[src/rtl/hazard_pkg.sv]
// Shared types and constants for the pipeline hazard/sequencing controller.
package hazard_pkg;
    typedef enum logic [1:0] {
        RUN     = 2'd0,
        MEMWAIT = 2'd1,
        ERR     = 2'd2
    } ctrlState_t;

    localparam logic [4:0] REG_ZERO = 5'd0;
endpackage

[src/rtl/lu_detect.sv]
// Load-use detector: flags an ID instruction that needs the result of a load still in EX.
module lu_detect
    import hazard_pkg::*;
(
    input  logic [4:0] idRs,
    input  logic [4:0] idRt,
    input  logic       idReadRs,
    input  logic       idReadRt,
    input  logic [4:0] exRegDst,
    input  logic       exMemRead,
    output logic       lu
);
    logic rsHit;
    logic rtHit;

    assign rsHit = idReadRs && (idRs == exRegDst);
    assign rtHit = idReadRt && (idRt == exRegDst);
    // r0 is hardwired, so a load "to" r0 never produces a dependency.
    assign lu    = exMemRead && (exRegDst != REG_ZERO) && (rsHit || rtHit);
endmodule

[src/rtl/hazard_ctrl.sv]
// Pipeline sequencing controller: load-use bubbles, branch flushes, memory freeze
// with bounded wait, and saturating stall/flush performance counters.
module hazard_ctrl
    import hazard_pkg::*;
#(
    parameter int MEM_TIMEOUT = 16,
    parameter int CNT_W       = 16
) (
    input  logic             clk,
    input  logic             reset,
    input  logic [4:0]       idRs,
    input  logic [4:0]       idRt,
    input  logic             idReadRs,
    input  logic             idReadRt,
    input  logic [4:0]       exRegDst,
    input  logic             exMemRead,
    input  logic             exBranchTaken,
    input  logic             memReq,
    input  logic             memReady,
    output logic             pcWrite,
    output logic             ifidWrite,
    output logic             ifidFlush,
    output logic             idexBubble,
    output logic             exmemWrite,
    output logic             memError,
    output logic [CNT_W-1:0] stallCount,
    output logic [CNT_W-1:0] flushCount
);
    localparam int WAIT_W = (MEM_TIMEOUT > 1) ? $clog2(MEM_TIMEOUT) : 1;
    localparam logic [WAIT_W-1:0] WAIT_LAST = WAIT_W'(MEM_TIMEOUT - 1);

    ctrlState_t        state;
    ctrlState_t        nextState;
    logic [WAIT_W-1:0] waitCnt;
    logic              lu;
    logic              flushEvt;
    logic              pcW, ifidW, ifidF, idexB, exmemW;

    lu_detect uLuDetect (
        .idRs      (idRs),
        .idRt      (idRt),
        .idReadRs  (idReadRs),
        .idReadRt  (idReadRt),
        .exRegDst  (exRegDst),
        .exMemRead (exMemRead),
        .lu        (lu)
    );

    always_comb begin
        nextState = state;
        flushEvt  = 1'b0;
        pcW       = 1'b0;
        ifidW     = 1'b0;
        ifidF     = 1'b0;
        idexB     = 1'b0;
        exmemW    = 1'b0;
        case (state)
            RUN: begin
                if (memReq && !memReady) begin
                    nextState = MEMWAIT;
                end else if (exBranchTaken) begin
                    // Branch wins over LU: the hazarding instruction is wrong-path anyway.
                    flushEvt = 1'b1;
                    pcW      = 1'b1;
                    ifidW    = 1'b1;
                    ifidF    = 1'b1;
                    idexB    = 1'b1;
                    exmemW   = 1'b1;
                end else if (lu) begin
                    idexB  = 1'b1;
                    exmemW = 1'b1;
                end else begin
                    pcW    = 1'b1;
                    ifidW  = 1'b1;
                    exmemW = 1'b1;
                end
            end
            MEMWAIT: begin
                if (memReady)                nextState = RUN;
                else if (waitCnt == WAIT_LAST) nextState = ERR;
            end
            ERR:     nextState = ERR;
            default: nextState = RUN;
        endcase
    end

    // Reset freezes every register enable, independent of state.
    assign pcWrite    = pcW    && !reset;
    assign ifidWrite  = ifidW  && !reset;
    assign ifidFlush  = ifidF  && !reset;
    assign idexBubble = idexB  && !reset;
    assign exmemWrite = exmemW && !reset;
    assign memError   = (state == ERR);

    always_ff @(posedge clk or posedge reset) begin
        if (reset) begin
            state      <= RUN;
            waitCnt    <= '0;
            stallCount <= '0;
            flushCount <= '0;
        end else begin
            state <= nextState;
            if (state == RUN)
                waitCnt <= '0;
            else if (state == MEMWAIT && nextState == MEMWAIT)
                waitCnt <= waitCnt + WAIT_W'(1);
            if (!pcWrite && stallCount != '1)
                stallCount <= stallCount + CNT_W'(1);
            if (flushEvt && flushCount != '1)
                flushCount <= flushCount + CNT_W'(1);
        end
    end
endmodule
[config.mk]
export PLATFORM = sky130hd
export DESIGN_NAME = hazard_ctrl
export DESIGN_NICKNAME = d
export VERILOG_FILES = /design/src/rtl/hazard_pkg.sv /design/src/rtl/lu_detect.sv /design/src/rtl/hazard_ctrl.sv
export SDC_FILE = /design/constraint.sdc
export NUM_CORES = 1
export LEC_CHECK = 0
export ABC_CLOCK_PERIOD_IN_PS = 7800
export BUFFER_PORTS_ARGS = -buffer_cell sky130_fd_sc_hd__clkbuf_2
export CAP_MARGIN = 20
export CORE_AREA = 2 2 63 65
export CTS_CLUSTER_DIAMETER = 50
export DETAILED_ROUTE_END_ITERATION = 6
export DIE_AREA = 0 0 65 67
export GPL_TIMING_DRIVEN = 0
export PLACE_DENSITY = 0.88
export RECOVER_POWER = 25
export SYNTH_ARGS = -nofsm -noshare
export SYNTH_HDL_FRONTEND = slang
export SYNTH_SLANG_ARGS = --single-unit
[constraint.sdc]
create_clock -name clk -period 7.8 [get_ports clk]
set_input_delay 1.56 -clock clk [delete_from_list [all_inputs] [get_ports clk]]
set_output_delay 1.56 -clock clk [all_outputs]
set_load 0.01 [all_outputs]
==> results summary <==
The flow ran to the end, and the final reports show no timing, DRC or antenna violations. The total overflow left after global routing is 0. The total buffers and inverters traversed by the critical path is 4. The top cell family by delay on the critical path is buffers and inverters. The sequential standard cell area came out at 951 um2. The number of clock sinks is 38. The slew at the pin with the worst max-slew slack is 1380 ps. The post-CTS resize count came out at 0.

For the final database, setup skew stands at 4.71 ps. The number of antenna violations at the first check in global routing came out at 0. The placed wire-length estimate after detailed placement came out at between 2 and 3 mm. The area of the die came out at around 4400 um2. The synthesized netlist cell count is 180. The routed via count divided by cell count is 5.24.

Setup repair after global routing left no endpoint under its margin. The layout filler cell count is 286. The top-level I/O count is between 60 and 70.

In this design, the stage delay of the slowest critical-path cell is 970 ps. The clock-pin slew reported for the worst setup and hold paths after clock tree synthesis came out at 70 ps. The final routed DRC violation total came out at 0.

Leaving out fill and tap cells, the most frequent cells in the layout are sky130_fd_sc_hd__clkbuf_2, sky130_fd_sc_hd__dfrtp_1, sky130_fd_sc_hd__xnor2_1, sky130_fd_sc_hd__nand2_1, sky130_fd_sc_hd__nand3_1. The die span in y came out at 67 um. The cell area that synthesis handed to floorplanning was 1930 um2.

The count of nets after finishing came out at 273. The detailed router finished its first iteration with 97 violations. The number of max-cap violations came out at 0. The initial standard-cell utilization of the core came out at between 50% and 60%.

The first-pass iteration count of the detailed router came out at 4. In this run the post-CTS setup repair buffer count came out at 0. The final clock period utilization by the worst path is about two thirds. The first-pass GRT wire length is 6.24 mm.

The worst setup path is launched from a primary input. The site row count is 22. The number of H-tree levels came out at 2. The fraction of the yosys area taken by sequential cells came out at 49.2%. The number of buffers on the longest clock path came out at 2. The worst setup path is captured at a primary output. For the worst-skew pair, the clock arrives at the later sink with an insertion delay of between 200 and 300 ps.

The hold buffer count at cts is 0. The wire length after detailed routing is 3.79 mm. Entering global routing, the biggest net connects 40 pins. The count of flip-flops with a built-in enable after synthesis came out at 0. The flop and latch count out of synthesis came out at 38. The final-layout setup total negative slack came out at 0 ps. The area of the core is 3610 um2. The overall die width came out at approximately 65 um. The placer's final routability congestion estimate is between 0.8 and 0.9. The clock buffer count from CTS is 5. The proportion of layout cells with a drive suffix above 1 came out at 32.7%. The multi-input combinational cells in the finished layout cover a total of 957 um2. The most used flip-flop cell after synthesis is sky130_fd_sc_hd__dfrtp_1. The number of global-route vias before repair is 1420.

The vias after detailed routing is 1550. The number of hold violations in the final report came to 0. When the netlist entered floorplanning its net count stood at 206. The post-synthesis average cell area is about 11 um2. The aggregate global-route resource usage is around a fifth. The worst endpoint data arrival time came out at roughly 3500 ps.

The distinct cell type count of the synthesized netlist is 36. VDD sags by at most 227 uV. The residual antenna-violating net count after detailed routing came out at 0. The final number of max-transition violations came out at 0. The async set-reset flop share out of synthesis came out at 100%. The required time at the endpoint of the critical path came out at 6240 ps.

At the end of the flow the core is filled with cells to 66.7%. The final-report setup violation count is 0. The relative slew slack is approximately 8.1%.

The critical path in this run is classified as in2out. Relative to the synthesized area, the layout overhead comes to 24.3%. CTS placed an instance of sky130_fd_sc_hd__clkbuf_8 at the clock tree root. The final critical path time including I/O delays and setup is just over 5000 ps.

The type of the tightest min-delay check is reg2reg. The critical-path maximum fanout came out at 39. The most numerous cell type found on the critical path is sky130_fd_sc_hd__clkbuf_2. Timing would allow up to 196 MHz. In this run the tool buffered the top-level ports with 60 buffer cells. The power density of the placed cells is 239 nW/um2.

The repair_antennas step left the layout with diodes totalling 0. In the final routed layout, each cell accounts on average for roughly 13 um. TritonCTS built the clock tree. During synthesis, Yosys emitted a total of 0 warnings. The most common cell after layout, fill and taps aside is sky130_fd_sc_hd__clkbuf_2. The cell with the largest stage delay on the worst path is sky130_fd_sc_hd__inv_1. Traced cell by cell, the critical path runs through clkbuf_2 > inv_1 > and3_2 > a21boi_4 > buf_4 > clkbuf_2.

The leakage component of the power is 1.16 nW.
## cell type report
| cell class | count | share of cell area, % |
|---|---|---|
| multi-input cells | 138 | 39.8 |
| flip-flops and latches | 38 | 39.6 |
| repair buffers | 60 | 12.4 |
| clock buffers | 8 | 4.58 |
| well taps | 48 | 2.50 |
| plain buffers | 2 | 0.781 |
| inverters | 2 | 0.312 |
## where the power goes
part | leakage (nW) | internal (mW) | switching [mW]
clock | 0.0575 | 0.0892 | 0.0647
combinational | 0.597 | 0.0711 | 0.0719
sequential | 0.506 | 0.231 | 0.0453
## sequential cells by signal (all words and copies together), names as in the netlist
name and flops:
stallCount 16, flushCount 16, state 2, waitCnt 4
## layer usage
metal / vias to the layer above / track usage (%) / wire [um]
li1: 764 / - / -
met1: 743 / 23.3 / 1630
met2: 39 / 31.7 / 1900
met3: 4 / 6.59 / 214
met4: 0 / 5.59 / 42
met5: - / 0 / 0
## Yosys cell counts, drive strengths merged, types with 3 or more instances
library cell | number | share of area [%]
o21ai | 5 | 1.5
nand3 | 16 | 4.1
xor2 | 9 | 4.1
xnor2 | 31 | 14
dfrtp | 38 | 49
nand4 | 12 | 3.9
and3 | 6 | 2.1
nor2 | 13 | 2.7
nor3 | 3 | 0.78
nand2 | 16 | 3.1
ha | 3 | 1.9
## kinds of logic (layout without fill, tap and decap cells)
logic type      Yosys count  count (layout)  share of synthesized area [%]
mux                       2               2                           1.16
xor+xnor                 40              40                           18.1
simple gates             80              80                           22.1
fa+ha+maj                 3               3                           1.94
flops                    38              38                           49.2
buf+inv                   4              72                           1.36
compound gates           13              13                           6.15
## per-stage QoR
stage	setup slack, ps	hold slack [ps]	area, um2	power (mW)	instances
after floorplan	3040	489	1930	0.362	180
after global placement	2600	476	2290	0.417	288
after detailed placement	3120	481	2290	0.424	288
after CTS	3120	493	2400	0.578	296
after global routing	2390	518	2400	0.606	296
final	2700	491	2400	0.573	296
## worst paths after layout
| check | slack [ps] | to | depth (start not counted) | start |
|---|---|---|---|---|
| max in group asynchronous | 5340 | state[0] | 2 | reset |
| worst min register to register | 490 | flushCount[6] | 1 | flushCount[6] |
| worst min-delay path | 490 | flushCount[6] | 1 | flushCount[6] |
| worst max-delay path | 2700 | pcWrite | 6 | reset |
| min in group asynchronous | 1650 | flushCount[8] | 2 | reset |
| worst max register to register | 5680 | flushCount[14] | 8 | flushCount[0] |
## worst register-to-register path, stage by stage, from the launching register on
cell and delay (ps):
sky130_fd_sc_hd__dfrtp_1 440, sky130_fd_sc_hd__ha_1 260, sky130_fd_sc_hd__nand3_1 110, sky130_fd_sc_hd__nor3_1 70, sky130_fd_sc_hd__a41oi_2 360, sky130_fd_sc_hd__nand4_1 280, sky130_fd_sc_hd__nor2_1 210, sky130_fd_sc_hd__nand4_1 130
sky130_fd_sc_hd__xnor2_1 140
(Power assumes the default switching activity.)
